`src/rtl/bus_arbiter_8x1.sv`:
```
// bus_arbiter_8x1: round-robin arbiter for the eight-way 32-bit bus mux.
// One requester at a time owns the mux; the grant ends on done, on request
// withdrawal, or (with ARB_TIMEOUT_EN defined) after MAX_HOLD cycles.
// Every release is followed by one IDLE cycle before the next arbitration.
//
// Handshake: req[k] is a level request; the grant is held while req[k] stays
// high and done is low. done=1 in any GRANT cycle means the consumer took the
// word presented on r during that cycle. Both are sampled on rising edges only.
//
// Optional feature macro: ARB_TIMEOUT_EN (hold-timeout counter and the
// timeout pulse). Without it, grants are unbounded and timeout is tied low.
// busy mirrors the FSM state (high exactly in GRANT).
module bus_arbiter_8x1 #(
    parameter int MAX_HOLD = 15
) (
    input  logic        clk,
    input  logic        reset,
    input  logic [7:0]  req,
    input  logic        done,
    input  logic [31:0] i0,
    input  logic [31:0] i1,
    input  logic [31:0] i2,
    input  logic [31:0] i3,
    input  logic [31:0] i4,
    input  logic [31:0] i5,
    input  logic [31:0] i6,
    input  logic [31:0] i7,
    output logic [31:0] r,
    output logic        s2,
    output logic        s1,
    output logic        s0,
    output logic [7:0]  gnt,
    output logic        busy,
    output logic        timeout
);

    typedef enum logic {ST_IDLE = 1'b0, ST_GRANT = 1'b1} state_t;

    if (MAX_HOLD < 1 || MAX_HOLD > 255) begin : g_bad_max_hold
        $error("MAX_HOLD must be in 1..255");
    end

    state_t      r_state;
    logic [2:0]  r_sel;
    logic [2:0]  r_ptr;
    logic [7:0]  r_gnt;
    logic        r_tout;

    state_t      w_state_nxt;
    logic [2:0]  w_sel_nxt;
    logic [2:0]  w_ptr_nxt;
    logic [7:0]  w_gnt_nxt;
    logic        w_tout_nxt;
    logic [2:0]  w_win;
    logic [2:0]  w_idx;
    logic        w_force;
    logic        w_release;

`ifdef ARB_TIMEOUT_EN
    logic [7:0]  r_hcnt;
    logic [7:0]  w_hcnt_nxt;

    // Forced release: hold limit reached while the grant would otherwise continue.
    always_comb begin
        w_force = (r_state == ST_GRANT) && (r_hcnt == 8'(MAX_HOLD - 1)) &&
                  !done && req[r_sel];
    end
`else
    // No hold limit: grants only end normally.
    always_comb begin
        w_force = 1'b0;
    end
`endif

    // Normal or forced end of the current grant.
    always_comb begin
        w_release = done || !req[r_sel] || w_force;
    end

    // Round-robin pick: scan from ptr+7 down to ptr so the nearest requester wins.
    always_comb begin
        w_win = r_ptr;
        w_idx = r_ptr;
        for (int k = 7; k >= 0; k--) begin
            w_idx = r_ptr + 3'(k);
            if (req[w_idx]) begin
                w_win = w_idx;
            end
        end
    end

    // State register: FSM state plus all registered outputs.
    always_ff @(posedge clk) begin
        if (reset) begin
            r_state <= ST_IDLE;
            r_sel   <= 3'd0;
            r_ptr   <= 3'd0;
            r_gnt   <= 8'd0;
            r_tout  <= 1'b0;
`ifdef ARB_TIMEOUT_EN
            r_hcnt  <= 8'd0;
`endif
        end else begin
            r_state <= w_state_nxt;
            r_sel   <= w_sel_nxt;
            r_ptr   <= w_ptr_nxt;
            r_gnt   <= w_gnt_nxt;
            r_tout  <= w_tout_nxt;
`ifdef ARB_TIMEOUT_EN
            r_hcnt  <= w_hcnt_nxt;
`endif
        end
    end

    // Next-state logic: arbitrate in IDLE, watch for release in GRANT.
    always_comb begin
        w_state_nxt = r_state;
        w_sel_nxt   = r_sel;
        w_ptr_nxt   = r_ptr;
        w_gnt_nxt   = r_gnt;
        w_tout_nxt  = 1'b0;
`ifdef ARB_TIMEOUT_EN
        w_hcnt_nxt  = r_hcnt;
`endif
        case (r_state)
            ST_IDLE: begin
                if (|req) begin
                    w_state_nxt = ST_GRANT;
                    w_sel_nxt   = w_win;
                    w_gnt_nxt   = 8'd1 << w_win;
`ifdef ARB_TIMEOUT_EN
                    w_hcnt_nxt  = 8'd0;
`endif
                end
            end
            ST_GRANT: begin
                if (w_release) begin
                    w_state_nxt = ST_IDLE;
                    w_gnt_nxt   = 8'd0;
                    w_ptr_nxt   = r_sel + 3'd1;
                    w_tout_nxt  = w_force;
                end
`ifdef ARB_TIMEOUT_EN
                else begin
                    w_hcnt_nxt = r_hcnt + 8'd1;
                end
`endif
            end
            default: begin
                w_state_nxt = ST_IDLE;
            end
        endcase
    end

    // Outputs: select lines and mux follow the registered select.
    always_comb begin
        busy         = (r_state == ST_GRANT);
        gnt          = r_gnt;
        timeout      = r_tout;
        {s2, s1, s0} = r_sel;
        case (r_sel)
            3'd0:    r = i0;
            3'd1:    r = i1;
            3'd2:    r = i2;
            3'd3:    r = i3;
            3'd4:    r = i4;
            3'd5:    r = i5;
            3'd6:    r = i6;
            default: r = i7;
        endcase
    end

endmodule

```
`config.mk`:
```
export PLATFORM = sky130hd
export DESIGN_NAME = bus_arbiter_8x1
export DESIGN_NICKNAME = d
export VERILOG_FILES = /design/src/rtl/bus_arbiter_8x1.sv
export SDC_FILE = /design/constraint.sdc
export NUM_CORES = 1
export LEC_CHECK = 0
export BUFFER_PORTS_ARGS = -buffer_cell sky130_fd_sc_hd__buf_2
export CORE_AREA = 3 3 120 122
export CTS_CLUSTER_DIAMETER = 40
export CTS_CLUSTER_SIZE = 24
export DETAILED_ROUTE_END_ITERATION = 7
export DIE_AREA = 0 0 123 125
export PLACE_DENSITY = 0.64
export REMOVE_ABC_BUFFERS = 1
export SETUP_SLACK_MARGIN = 0.4
export SLEW_MARGIN = 20
export SYNTH_ARGS = -nofsm -noshare
export SYNTH_HDL_FRONTEND = slang
export SYNTH_SLANG_ARGS = --single-unit
```
`constraint.sdc`:
```
create_clock -name clk -period 6.8 [get_ports clk]
set_input_delay 0.68 -clock clk [delete_from_list [all_inputs] [get_ports clk]]
set_output_delay 0.68 -clock clk [all_outputs]
set_load 0.05 [all_outputs]
```
==> run metrics <==
most frequent cells after synthesis a222oi_1, a21oi_1, a22oi_1; main flop type after synthesis dfxtp_1; failing checks DRC; Placed Area 4870 sq um; num rows 42; cell taking the most area after synthesis a222oi_1; Hold Buf Count CTS 0; GR Util All Layers 20.8%; CTS sink cnt 15; Die Height 125 um; crit share post-route 59.6%; #FFs+latches synth 15; fin. max-slew vios 0; Setup TNS 0 ps; drt total wl 17,800 um; Yosys top cell area share 14.5%; ANT nets after route 0; setup ws final 2750 ps; Finished Core Util 37.3%; die span in x 123 um; yosys warns 0; number of synthesized flops with an enable pin 0; synth top area cells a222oi_1, mux4_2, dfxtp_1, a22oi_1, mux2i_1; WHS 450 ps; Avg Cell Area, Syn 8.22 sq um; RSZ-0062 raised after global routing no; post-synthesis mux area share 20.9%; First DRT Iteration DRCs 657; main combinational cell family by area after synthesis compound AO/OA/AOI/OAI gates; post-DR vias/cell 5.72; first-pass GRT wire length 25,700 um; die area 15,400 sq um; Synth Instances 394; post-synthesis simple-gate area fraction 10.0%; routed via count 4,828; Compound-Gate Fraction of Synth Area 48.3%; MaxCap Viol Count 0; first-pass iteration count of the detailed router 8; CP max stage cell ha_2; CTS root buffer clkbuf_16; Final setup violation count 0; Reg2Reg Setup Slack 3130 ps; critical path peak fanout 48; Final min period 4050 ps; Worst-Skew Late Latency 240 ps; final cell count without fillers 844; Synth Area in XOR/XNOR 1.31%; H-tree lvl count 1; IO Count 312; Synth Area in Adders 2.70%; clock skew 1.92 ps; post-synthesis cell area 3240 sq um; Layout area overhead 53.0%; Worst Tran Pin Value 1090 ps; Worst EP required 6120 ps; fraction of layout cells with a size suffix above 1 53.7%; cell with the most instances after synthesis a222oi_1; worst slack, placed 2790 ps; Slew HR 27.1%; CP cell instances ha_2 -> nor2b_2 -> a22oi_1 -> o2111ai_1 -> o21a_1 -> buf_2; CTS tree built; Core Footprint 13,300 sq um; Worst Setup Path Type flop to primary output; largest stage delay on the critical path 930 ps; grt total ovfl 0; sequential-to-total area share from yosys stat 9.27%; status finished, violations left; Setup crit start kind flop; total power draw 1.83 mW; ys async rst share 0%; Min-Delay Path Class flop to flop; Peak VDD IR 0.155 mV; post-DP HPWL 13,900 um; CTS buffer count 3; nets 942; Static Leak 2.36 nW; vias in the first global route 4,574; Power Density 369 nW/um^2; Final Hold Viols 0; initial antenna violation count 3; routed length per instance 21.1 um; DP Cell Count 839; routability cong. 0.923; Port Buffer Count 310; Crit. End Element primary output; DRC violation count after routing 3; largest net degree at the start of global routing 65; Max Clock Freq 247 MHz; Clock Pin Slew Worst Setup and Hold Paths 50 ps; Synth cell types 56; Arr. time, crit path 3370 ps; post-route cell area 4960 sq um; post-CTS sizing 0; Setup Fix Bufs, Post-CTS 0; CTS max path bufs 2; Initial Utilization 24.4%
==> logic make-up (layout without fill, tap and decap cells) <==
group	after synthesis	after routing
adders and majority gates	7	7
buffers and inverters	58	331
muxes	49	49
other	1	2
AOI/OAI and AO/OA	192	192
and+or+nand+nor	68	68
xor gates and xnor gates	4	4
DFF	15	15
==> worst paths after layout <==
check,start,end,cells after the start
worst max register to register,r_ptr[0]$_SDFFE_PP0P_,gnt[0]$_SDFFE_PP0P_,10
worst min-delay path,gnt[6]$_SDFFE_PP0P_,gnt[6]$_SDFFE_PP0P_,2
worst min register to register,gnt[6]$_SDFFE_PP0P_,gnt[6]$_SDFFE_PP0P_,2
worst max-delay path,r_sel[1]$_SDFFE_PP0P_,r[12],6
==> sequential cells by signal, indices dropped and copies added, names as in the netlist <==
register and count:
busy 1, gnt 8, r_ptr 3, r_sel 3
==> per-layer routing <==
metal	wire length, um	track usage, %	vias to the layer above
met3	2010	4.65	36
met4	379	3.65	4
met5	23	0	-
met1	6910	27.2	2256
met2	8490	35.4	309
li1	-	-	2223
==> placed cells by master (no fill, tap or decap), drive strengths merged, types with 2 or more instances in the layout <==
master	count
a32o	2
a22oi	35
nor4	2
o221ai	3
ha	7
xnor2	2
nor2	31
a221oi	8
o211ai	4
inv	8
clkinv	2
o21a	17
a222oi	47
nand2b	3
dfxtp	15
nand3b	2
mux2	9
nand2	10
a211oi	4
o31ai	2
nor2b	7
and3	2
a31oi	2
buf	317
mux4	14
a21oi	37
o21ai	7
a22o	2
nor3	6
a2111oi	2
mux2i	26
clkbuf	4
o2111ai	17
xor2	2
==> where the power goes <==
part | internal (mW) | switching, mW
clock network | 0.0791 | 0.0322
registers | 0.102 | 0.0185
logic | 0.496 | 1.10
==> critical path: cells and delay by family, from the launching register on <==
family | cells | cell delay [ps]
buffers and inverters | 1 | 260
adder cells (fa/ha/maj) | 1 | 930
flip-flops | 1 | 480
AND/OR/NAND/NOR | 1 | 920
AO/OA/AOI/OAI | 3 | 520
==> final cells by class <==
class | count | area (sq um)
sequential | 15 | 300
tap | 176 | 220
inverter | 10 | 37.5
antenna | 1 | 2.50
fill | 1402 | 8340
multi-input combinational | 321 | 2710
timing repair buffer | 317 | 1600
clock buffer | 4 | 78.8
Note: power is estimated with default switching activity, not from simulation.
